$ cat config.mk
export PLATFORM = sky130hd
export DESIGN_NAME = vc_test_src_rr_arbiter
export DESIGN_NICKNAME = d
export VERILOG_FILES = /design/src/rtl/vc_test_src_rr_arbiter.sv
export SDC_FILE = /design/constraint.sdc
export NUM_CORES = 1
export LEC_CHECK = 0
export BUFFER_PORTS_ARGS = -buffer_cell sky130_fd_sc_hd__buf_4
export CAP_MARGIN = 20
export CELL_PAD_IN_SITES_DETAIL_PLACEMENT = 0
export CELL_PAD_IN_SITES_GLOBAL_PLACEMENT = 1
export CORE_MARGIN = 4
export CORE_UTILIZATION = 25
export DETAILED_ROUTE_END_ITERATION = 8
export PLACE_DENSITY = 0.9
export SETUP_SLACK_MARGIN = 0.4
export SYNTH_ARGS = -nofsm -noshare
export SYNTH_HDL_FRONTEND = slang
export SYNTH_SLANG_ARGS = --single-unit
$ cat constraint.sdc
create_clock -name clk -period 6.05 [get_ports clk]
set_input_delay 0.9075 -clock clk [delete_from_list [all_inputs] [get_ports clk]]
set_output_delay 0.9075 -clock clk [all_outputs]
set_load 0.005 [all_outputs]
$ cat src/rtl/vc_test_src_rr_arbiter.sv
// Round-robin val/rdy merge of p_num_reqs test sources with bounded burst ownership.
// Define VC_TEST_SRC_RR_ARBITER_ASSERT_EN to compile in clocked protocol checks.
module vc_test_src_rr_arbiter #(
  parameter int unsigned p_num_reqs  = 4,
  parameter int unsigned p_msg_nbits = 32,
  parameter int unsigned p_max_burst = 4
) (
  input  logic                                clk,
  input  logic                                reset,
  input  logic [p_num_reqs-1:0]               in_val,
  output logic [p_num_reqs-1:0]               in_rdy,
  input  logic [p_num_reqs*p_msg_nbits-1:0]   in_msg,
  input  logic [p_num_reqs-1:0]               in_done,
  output logic                                out_val,
  input  logic                                out_rdy,
  output logic [p_msg_nbits-1:0]              out_msg,
  output logic [$clog2(p_num_reqs)-1:0]       out_src,
  output logic                                all_done
);

  localparam int unsigned SW = $clog2(p_num_reqs);
  localparam int unsigned CW = $clog2(p_max_burst + 1);

  typedef enum logic [1:0] {IDLE, HOLD, BURST} state_t;

  state_t          state;
  logic [SW-1:0]   owner;
  logic [SW-1:0]   ptr;
  logic [CW-1:0]   burst_cnt;

  logic [SW-1:0]   scan_start;
  logic [SW-1:0]   scan_idx;
  logic            scan_found;
  int unsigned     scan_pos;
  logic [SW-1:0]   grant;
  logic            grant_val;
  logic            cont;
  logic            xfer;
  logic [CW-1:0]   cnt_next;
  logic            burst_end;

  function automatic logic [SW-1:0] wrap_inc(input logic [SW-1:0] x);
    return (32'(x) == p_num_reqs - 1) ? '0 : x + SW'(1);
  endfunction

  // Rotating priority scan; a burst that loses its owner restarts just past the owner.
  always_comb begin
    scan_start = (state == BURST) ? wrap_inc(owner) : ptr;
    scan_found = 1'b0;
    scan_idx   = '0;
    scan_pos   = 0;
    for (int unsigned i = 0; i < p_num_reqs; i++) begin
      scan_pos = 32'(scan_start) + i;
      if (scan_pos >= p_num_reqs) scan_pos = scan_pos - p_num_reqs;
      if (!scan_found && in_val[SW'(scan_pos)]) begin
        scan_found = 1'b1;
        scan_idx   = SW'(scan_pos);
      end
    end
  end

  // HOLD pins the grant; BURST keeps the owner while it stays valid.
  always_comb begin
    grant     = scan_idx;
    grant_val = scan_found;
    cont      = 1'b0;
    case (state)
      HOLD: begin
        grant     = owner;
        grant_val = in_val[owner];
      end
      BURST: begin
        if (in_val[owner]) begin
          grant     = owner;
          grant_val = 1'b1;
          cont      = 1'b1;
        end
      end
      default: ;
    endcase
  end

  assign out_val   = reset & grant_val;
  assign xfer      = out_val & out_rdy;
  assign out_src   = grant;
  assign out_msg   = in_msg[32'(grant)*p_msg_nbits +: p_msg_nbits];
  assign cnt_next  = cont ? burst_cnt + CW'(1) : CW'(1);
  assign burst_end = (cnt_next == CW'(p_max_burst));

  always_comb begin
    in_rdy = '0;
    for (int unsigned i = 0; i < p_num_reqs; i++) begin
      in_rdy[i] = xfer && (grant == SW'(i));
    end
  end

  always_ff @(posedge clk) begin
    if (!reset) begin
      state     <= IDLE;
      owner     <= '0;
      ptr       <= '0;
      burst_cnt <= '0;
      all_done  <= 1'b0;
    end else begin
      all_done <= &in_done;
      if (xfer) begin
        burst_cnt <= cnt_next;
        if (burst_end) begin
          state <= IDLE;
          ptr   <= wrap_inc(grant);
        end else begin
          state <= BURST;
          owner <= grant;
        end
      end else if (out_val) begin
        // Stalled new grant: lock it so out_msg cannot change before acceptance.
        if (!cont && state != HOLD) begin
          state <= HOLD;
          owner <= grant;
        end
      end else if (state == BURST) begin
        state     <= IDLE;
        ptr       <= wrap_inc(owner);
        burst_cnt <= '0;
      end
    end
  end

`ifdef VC_TEST_SRC_RR_ARBITER_ASSERT_EN
  logic [p_msg_nbits-1:0] prev_msg;

  always_ff @(posedge clk) prev_msg <= out_msg;

  always_ff @(posedge clk) begin
    if (reset) begin
      if (!$onehot0(in_rdy)) begin
        $error("vc_test_src_rr_arbiter: in_rdy not one-hot0 (%b)", in_rdy);
        $finish;
      end
      if (state == HOLD && (!in_val[owner] || out_msg != prev_msg)) begin
        $error("vc_test_src_rr_arbiter: held source %0d dropped val or changed msg", owner);
        $finish;
      end
      if ($isunknown({out_val, out_rdy, in_val})) begin
        $error("vc_test_src_rr_arbiter: X on out_val/out_rdy/in_val");
        $finish;
      end
      if (burst_cnt > CW'(p_max_burst)) begin
        $error("vc_test_src_rr_arbiter: burst_cnt %0d exceeds max", burst_cnt);
        $finish;
      end
    end
  end
`endif

endmodule

Word level (Yosys, flattened, before mapping). Cells that the tools add are included.

Bits in registers: 10. Bits of input ports: 139. Output and inout port bits: 40. Logic and storage cells: 108.

$add $sub $neg: 10. Magnitude comparators: 9. Eq/ne operators: 12. Shift operators: 1. Multiplexer cells: 47. Bitwise logic cells: 2. Reductions and logical operators: 22.

Operator list (count): variable part select 128 x 8 -> 32 bit (1); 2-to-1 mux 2 bit (24); less-than comparator 2 x 3 -> 1 bit, second input constant (5); 2-to-1 mux 1 bit (12); 2-to-1 mux 3 bit (4); binary-select mux 1 bit (select 2 bit) (5); >= comparator 3 bit, second input constant (3); == test 2 bit, second input constant (4); logical AND 1 bit (8); subtractor 2 x 1 -> 2 bit, second input constant (4); adder 2 x 2 -> 3 bit, second input constant (2); inequality test 2 x 1 -> 1 bit, second input constant (3); AND reduction 2 bit (3); nonzero test 2 bit (3); adder 2 x 1 -> 2 bit, second input constant (2); == test 2 x 1 -> 1 bit, second input constant (2); zero test 1 bit (4); one-hot mux 2 bit (2 select lines) (1); AND reduction 4 bit (1); adder 2 x 1 -> 3 bit, second input constant (1); adder 3 x 1 -> 3 bit, second input constant (1); == test 3 bit, second input constant (1); >= comparator 2 x 3 -> 1 bit, second input constant (1); inequality test 3 x 1 -> 1 bit, second input constant (1); 6 further kinds (7).

Longest topological paths before layout. Gate-level depths: netlist of run 1.

Depth in word-level cells: 23. Gate-level depth with buffers: 14. Mapped depth without buffers: 11.

Least setup slack after synthesis of run 1. OpenSTA, ideal clock, no wires.

Kind: input-to-output. Start: input in_val[3]. End: output in_rdy[1]. Arrival time: 2757 ps. Data required time: 5142 ps. Path slack: 2385 ps. Stages on the path: 9. Buffers on the path: 3. Cell sequence: clkbuf_1 -> mux4_2 -> and2_1 -> nor2_1 -> o32ai_2 -> buf_2 -> buf_2 -> ha_1 -> and3_1.

Elaborated cells on any way between the ends: 32. Those cells by class: eq/ne (1); mux (22); bitwise (2); reduce/logical (7).

RTL lines: start: declaration (line 10) `input logic [p_num_reqs-1:0] in_val,`; binary-select mux 1 bit (select 2 bit) (line 55) `if (!scan_found && in_val[SW'(scan_pos)]) begin`; 2-to-1 mux 1 bit (implied by the code) (line 55); 2-to-1 mux 1 bit (line 55); zero test 1 bit (line 55); logical AND 1 bit (line 55); 2-to-1 mux 1 bit (line 55); zero test 1 bit (line 55); logical AND 1 bit (line 55); 2-to-1 mux 1 bit (line 55); zero test 1 bit (line 55); logical AND 1 bit (line 55); 2-to-1 mux 2 bit (line 55); 2-to-1 mux 2 bit (line 73) `if (in_val[owner]) begin`; one-hot mux 2 bit (2 select lines) * (line 67) `case (state)`; net out_src[0] (line 17) `output logic [$clog2(p_num_reqs)-1:0] out_src,`; == test 2 x 1 -> 1 bit * (line 93) `in_rdy[i] = xfer && (grant == SW'(i));`; logical AND 1 bit * (line 93); end: declaration (line 11) `output logic [p_num_reqs-1:0] in_rdy,`.

Mark *: on every way through the listed nets, which the timed path passes. The rest lies on a longest branch. The select of a mux whose other input is x is not followed.

Final worst setup path of run 1.
Start: register state[0]. End: output out_msg[15].

Word-level cells in the longest chain between the ends: 19. Elaborated cells on any way between the ends: 42. Those cells by class: add/sub (7); order compare (4); eq/ne (2); shift (1); mux (22); reduce/logical (6).

Ends and longest elaborated chain: start: declaration (line 26) `state_t state;`; start signal: assignment (line 99) `state <= IDLE;`; start signal: assignment (line 109) `state <= IDLE;`; start signal: assignment (line 112) `state <= BURST;`; parallel branches: the longest is 17 deep, another holds adder 2 x 1 -> 3 bit; one-hot mux 2 bit (2 select lines) * (line 67); variable part select 128 x 8 -> 32 bit * (line 86) `assign out_msg = in_msg[32'(grant)*p_msg_nbits +: p_msg_nbits];`; end: declaration (line 16) `output logic [p_msg_nbits-1:0] out_msg,`.

Every way passes the cells marked *. The select of a mux whose other input is x is not followed.

==> results by group, run 1 <==
STA
  – RSZ-0062 raised after global routing: false
  – Worst slew margin: 36.0%
  – Fin crit share: 74.2%
  – Clock skew: 2.73 ps
  – Final-report setup violation count: 0
  – Final Max Tran Viols: 0
  – Min cycle time layout: 4490 ps
  – Final Hold Viols: 0
  – Final WS setup: 1560 ps
  – Fmax achieved: 223 MHz
  – Slew of the pin with the lowest slew margin: 960 ps
  – Total Neg Setup Slack: 0 ps

Setup path
  – Worst-path fanout max: 44
  – Startpoint types: register
  – WP data required: 5140 ps
  – Crit path DAT: 3580 ps
  – CP Capture Type: primary output
  – Crit Path Class: register to primary output

Placement
  – Placed Instances: 547
  – Detailed placer's ending HPWL: 6490 um
  – Final GP Congestion: 0.841
  – # port buffers: 178
  – Pre-CTS setup slack: 1620 ps

Die
  – Number of I/O pins: 179
  – Core area: 7330 um^2
  – Initial Util: 26.0%
  – Chip height: 95.3 um
  – Die W: 95.3 um
  – Die ar.: 9080 um^2
  – # rows: 31

CTS
  – Setup bufs post-CTS: 0
  – CTS root buffer: clkbuf_8
  – Clock Path Buffers: 2
  – CTS tree: built
  – Num Clock Sinks: 10
  – Hold Buf Count CTS: 0
  – Gates resized, CTS repair: 0
  – Num CTS Buffers: 3
  – H-tree levels: 1
  – Clk Latency, worst-skew pair: 240 ps
  – Clk slew on worst S/H paths: 50 ps

Synth
  – Avg Inst Size Synth: 6.46 um^2
  – Post-synth top flop: dfxtp_1
  – Area contributors post-synth: nand2_1 20%, a32oi_1 15%, dfxtp_1 11%
  – Async S/R FF share, synth: 0%
  – Post-synth cell types: 51
  – Mapped Area: 1910 um^2
  – Top-area cell type share of the netlist area: 20.1%
  – Yosys top cell by area: nand2_1
  – EDFF count, synth: 0
  – #FFs+latches synth: 10
  – Most common cell in the netlist: nand2_1
  – Post-synthesis sequential area ratio: 10.5%
  – Syn nets: 442
  – Yosys warns: 0
  – Synthesized instance count: 295
  – Post-synth top cells: 102 x nand2_1, 36 x a21oi_1, 32 x a32oi_1

Power and ir drop
  – Leakage: 1.61 nW
  – VDD IR-drop max: 0.338 mV
  – PD cells: 355 nW/um^2
  – Tot Pwr: 1.17 mW

GRT
  – Initial antenna violation count: 0
  – First-pass GRT wire length: 11500 um
  – Total grt overflow: 0
  – Gr usage total: 15.5%
  – Number of global-route vias before repair: 2418
  – Largest net degree at the start of global routing: 69

Route
  – WL/cell: 14.8 um
  – Drt drc: 0
  – Vias per inst: 5.00
  – Routed Antenna Nets: 0
  – Starting DRT DRC Count: 95
  – Post-Route WL: 8180 um
  – Routed vias: 2759
  – Drt first pass iters: 4

Run status
  – Status: completed

Cells and area
  – # diodes: 0
  – Layout cell share with drive strength beyond 1: 43.3%
  – Post-layout util: 45.0%
  – Area grow syn2layout: 73.1%
  – Non-Filler Instances: 552
  – Final nets: 601

Hold path
  – Worst min path class: register to register

Run
  – # Max-Cap Violations: 0
==> placed cells by master, fill, tap and decap left out, types with 2 or more instances in the layout <==
cell and n:
dfxtp_1 10, nand2_1 102, ha_1 8, nand3b_1 3, inv_2 2, nor2_1 10, nand4b_1 2, nand2b_1 2
a32oi_1 32, o21ai_0 6, and3_1 5, inv_1 4, nor2b_1 5, clkbuf_8 4, buf_4 180, o221ai_1 2
a21oi_1 36, mux2i_1 6, and2_1 4, a31oi_1 2
==> stage by stage <==
stage                     area (um^2)  hold slack, ps
after floorplan                  1910             446
after global placement           3220             467
after detailed placement         3220             465
after CTS                        3280             478
after global routing             3300             509
final                            3300             474
==> worst paths after layout <==
kind,start,end,slack [ps],cells after the start
min,burst_cnt[1]$_SDFFE_PN0P_,burst_cnt[1]$_SDFFE_PN0P_,470,1
min reg2reg,burst_cnt[1]$_SDFFE_PN0P_,burst_cnt[1]$_SDFFE_PN0P_,470,1
max reg2reg,state[0]$_SDFFE_PN0P_,ptr[1]$_SDFFE_PN0P_,2900,10
max,state[0]$_SDFFE_PN0P_,out_msg[15],1560,10
==> worst max-delay path, stage by stage, from the launching register on <==
cell	delay [ps]
dfxtp_1	310
inv_1	70
ha_1	400
mux2i_2	510
nor2_1	80
o31a_1	350
o32ai_4	540
buf_4	530
a21oi_1	70
a32oi_1	270
buf_4	170
==> cells by family (layout without fill, tap and decap cells) <==
logic type | Yosys count | after routing | share of synthesized area, %
simple gates | 141 | 141 | 33.0
compound gates | 94 | 94 | 35.3
buf+inv | 33 | 191 | 10.4
flops | 10 | 10 | 10.5
fa+ha+maj | 8 | 8 | 5.25
mux | 8 | 8 | 5.06
xor+xnor | 1 | 1 | 0.460
==> registers in the layout, indices dropped and copies added (netlist names) <==
name,flops
owner,2
burst_cnt,3
ptr,2
all_done,1
state,2
==> final cells by class <==
cell class              count  area [um^2]
clock buffers               4         55.1
fillers                   773         4030
inverters                   6         22.5
multi-input cells         252         1530
flip-flops and latches     10          200
well taps                  99          124
repair buffers            181         1370
==> power breakdown <==
part / switching (mW) / internal, mW / leakage (nW) / total, mW
Combinational: 0.522 / 0.473 / 1.50 / 0.994
Sequential: 0.0144 / 0.0774 / 0.0819 / 0.0919
Clock: 0.0283 / 0.0574 / 0.0288 / 0.0857
==> per-layer routing <==
metal	wire, um	vias up	global-route usage (%)
li1	-	1388	-
met3	713	14	2.60
met5	0	-	0
met2	3910	122	25.9
met4	202	0	5.53
met1	3350	1235	20.0
(Power assumes the default switching activity.)
==> run 2, diff against run 1 <==
ABC_AREA = 1   (was unset)
CORE_UTILIZATION = 24   (was 25)
PLACE_DENSITY = 0.86   (was 0.9)
clock period = 4.58 ns   (was 6.05 ns; I/O delays follow)
==> results by group, run 2 <==
Setup path
  – Startpoint types: register (unchanged)
  – Worst-path fanout max: 34 (was 44)
  – Slowest CP cell: dfxtp_1 (was o32ai_4)
  – Most frequent CP cell: nand2_1 (was buf_4)
  – Flop2flop setup slack: 1600 ps (was 2900 ps)
  – Crit Path Class: register to primary output (unchanged)
  – FF-to-FF path depth: 18 (was 10)
  – Crit path DAT: 3150 ps (was 3580 ps)
  – Critical path's largest stage delay: 490 ps (was 540 ps)
  – Critical-path cell list: ha_1 > nand2_1 > nand2_2 > nand2_1 > nand2_1 > nand2_1 > nand2_2 > nor2_2 > nand2_1 > nand2_1 > o21ai_1 > nor2_1 > nor2_4 > inv_2 > ha_1 > inv_1 > nor2_1 > buf_4 (was inv_1 > ha_1 > mux2i_2 > nor2_1 > o31a_1 > o32ai_4 > buf_4 > a21oi_1 > a32oi_1 > buf_4)
  – CP Capture Type: primary output (unchanged)
  – WP data required: 3890 ps (was 5140 ps)

GRT
  – Number of global-route vias before repair: 3244 (was 2418)
  – Gr usage total: 16.3% (was 15.5%)
  – Largest net degree at the start of global routing: 54 (was 69)
  – First-pass GRT wire length: 15400 um (was 11500 um)
  – Total grt overflow: 0 (unchanged)
  – Initial antenna violation count: 0 (unchanged)

Synth
  – Post-synth top flop: dfxtp_1 (unchanged)
  – Mapped Area: 2320 um^2 (was 1910 um^2)
  – Yosys warns: 0 (unchanged)
  – Most common cell in the netlist: nand2_1 (unchanged)
  – Async S/R FF share, synth: 0% (unchanged)
  – #FFs+latches synth: 10 (unchanged)
  – Post-synth cell types: 24 (was 51)
  – Syn nets: 636 (was 442)
  – Area contributors post-synth: nand2_1 53%, dfxtp_1 8.6%, ha_1 4.3% (was nand2_1 20%, a32oi_1 15%, dfxtp_1 11%)
  – Avg Inst Size Synth: 4.75 um^2 (was 6.46 um^2)
  – Synthesized instance count: 489 (was 295)
  – EDFF count, synth: 0 (unchanged)
  – Post-synth top cells: 326 x nand2_1, 25 x inv_1, 19 x nand3_1, 19 x nor2_1, 15 x nand2_2 (was 102 x nand2_1, 36 x a21oi_1, 32 x a32oi_1)
  – Top-area cell type share of the netlist area: 52.7% (was 20.1%)
  – Post-synthesis sequential area ratio: 8.63% (was 10.5%)
  – Yosys top cell by area: nand2_1 (unchanged)

Power and ir drop
  – Sw Ratio: 54.9% (was 48.1%)
  – Reg power frac: 4.6% (was 7.8%)
  – Internal: 1.13 mW (was 0.608 mW)
  – VDD IR-drop max: 0.359 mV (was 0.338 mV)
  – Leakage: 2.30 nW (was 1.61 nW)
  – PD cells: 668 nW/um^2 (was 355 nW/um^2)
  – Clock power frac: 4.6% (was 7.3%)
  – Switch Pwr: 1.38 mW (was 0.564 mW)
  – Comb pwr share: 90.8% (was 84.8%)

STA
  – RSZ-0062 raised after global routing: false (unchanged)
  – Worst slew margin: 57.8% (was 36.0%)
  – Min cycle time layout: 3840 ps
  – Final-report setup violation count: 0 (unchanged)
  – Fmax achieved: 261 MHz
  – Total Neg Setup Slack: 0 ps (unchanged)
  – Final Hold Viols: 0 (unchanged)
  – Fin crit share: 83.8%
  – Final Max Tran Viols: 0 (unchanged)
  – WHS: 483 ps (was 474 ps)
  – Clock skew: 0.825 ps (was 2.73 ps)
  – Slew of the pin with the lowest slew margin: 633 ps (was 960 ps)

Hold path
  – Hold path depth: 2 (was 1)
  – Worst min path class: register to register (unchanged)

Placement
  – Final GP Congestion: 0.833 (was 0.841)
  – Detailed placer's ending HPWL: 7940 um (was 6490 um)
  – Placed Instances: 776 (was 547)
  – # port buffers: 178 (unchanged)

Route
  – Top sig layer: met4 (unchanged)
  – Drt first pass iters: 4 (unchanged)
  – Routed vias: 3456 (was 2759)
  – Post-Route WL: 9960 um (was 8180 um)
  – Wire length on met3: 708 um (was 713 um)
  – Vias per inst: 4.43 (was 5.00)
  – Routed length on met1: 4200 um (was 3350 um)
  – Routed Antenna Nets: 0 (unchanged)
  – Starting DRT DRC Count: 173 (was 95)
  – Met2 wire length: 4920 um (was 3910 um)
  – WL/cell: 12.8 um (was 14.8 um)
  – Drt drc: 0 (unchanged)

Die
  – Initial Util: 24.9% (was 26.0%)
  – Die W: 106 um (was 95.3 um)
  – Core area: 9330 um^2 (was 7330 um^2)
  – Die ar.: 11300 um^2 (was 9080 um^2)
  – Number of I/O pins: 179 (unchanged)
  – # rows: 35 (was 31)
  – Chip height: 106 um (was 95.3 um)

CTS
  – Setup bufs post-CTS: 0 (unchanged)
  – H-tree levels: 1 (unchanged)
  – Hold Buf Count CTS: 0 (unchanged)
  – Clk Latency, worst-skew pair: 240 ps (about the same)
  – Num CTS Buffers: 3 (unchanged)
  – Clk slew on worst S/H paths: 50 ps (about the same)
  – CTS tree: built (unchanged)
  – Clock Path Buffers: 2 (unchanged)
  – CTS root buffer: clkbuf_8 (unchanged)
  – Num Clock Sinks: 10 (unchanged)

Cells and area
  – Area grow syn2layout: 61.8% (was 73.1%)
  – Final nets: 799 (was 601)
  – Most common cell after layout, fill and taps aside: nand2_1 (was buf_4)
  – Multi-input logic area: 1840 um^2 (was 1530 um^2)
  – # diodes: 0 (unchanged)
  – Layout cell share with drive strength beyond 1: 32.4% (was 43.3%)
  – Reg with most FFs: burst_cnt (unchanged)
  – Seq. cell area: 200 um^2 (unchanged)
  – Fillers: 1047 (was 773)
  – Non-Filler Instances: 780 (was 552)
  – Most frequent cells in the layout: 326 x nand2_1, 179 x buf_4, 25 x inv_1 (was 180 x buf_4, 102 x nand2_1, 36 x a21oi_1)
  – Max reg flops: 3 (unchanged)

Run status
  – Status: completed (unchanged)

Run
  – # Max-Cap Violations: 0 (unchanged)
[run 2: cells by family (layout without fill, tap and decap cells)]
logic type,count (synthesis),count (layout),share of synthesized area (%)
buffers and inverters,52,214,12.2
adder cells (fa/ha/maj),8,8,4.31
AO/OA/AOI/OAI,22,22,4.96
flip-flops,10,10,8.63
AND/OR/NAND/NOR,397,397,69.9
[run 2: layer usage]
metal | up-vias | track usage, %
met5 | - | 0
met3 | 10 | 2.61
li1 | 1811 | -
met2 | 144 | 29.3
met4 | 0 | 2.50
met1 | 1491 | 20.8
[run 2: power by group through the flow]
stage | Sequential [mW] | Combinational [mW] | Clock, mW
final | 0.117 | 2.28 | 0.115
after detailed placement | 0.119 | 2.28 | 0
after floorplan | 0.114 | 1.45 | 0
after CTS | 0.117 | 2.29 | 0.116
after global placement | 0.118 | 2.28 | 0
after global routing | 0.119 | 2.58 | 0.121
[run 2: area by class of cell]
| class | instances | share of cell area [%] |
|---|---|---|
| flip-flops and latches | 10 | 5.33 |
| repair buffers | 181 | 36.7 |
| inverters | 29 | 3.10 |
| multi-input cells | 427 | 49.1 |
| well taps | 129 | 4.30 |
| clock buffers | 4 | 1.47 |
[run 2: path summary, 6_finish.rpt]
check	startpoint	endpoint
setup / recovery	owner[0]$_SDFFE_PN0P_	in_rdy[1]
hold / removal	state[0]$_SDFFE_PN0P_	state[0]$_SDFFE_PN0P_
hold reg to reg	state[0]$_SDFFE_PN0P_	state[0]$_SDFFE_PN0P_
setup reg to reg	owner[0]$_SDFFE_PN0P_	ptr[1]$_SDFFE_PN0P_
[run 2: metrics by stage]
stage | power, mW | utilization, % | area, um^2 | setup WS, ps
final | 2.51 | 40.3 | 3760 | 741
after detailed placement | 2.40 | 39.5 | 3680 | 716
after floorplan | 1.57 | - | 2320 | 1620
after global placement | 2.40 | 39.5 | 3680 | 817
after global routing | 2.82 | 40.3 | 3760 | 432
after CTS | 2.52 | 40.1 | 3740 | 441
[run 2: worst max-delay path, delay by kind of cell (launching register included)]
family	cells	cell delay [ps]
AO/OA/AOI/OAI	1	60
buffers and inverters	3	630
adder cells (fa/ha/maj)	2	550
AND/OR/NAND/NOR	12	1140
flip-flops	1	490
[run 2: timing repair]
| action | in CTS | in global routing |
|---|---|---|
| gates resized for setup | 0 | 8 |
| endpoints found under the setup margin | 0 | 31 |
| hold endpoints to repair | 0 | 0 |
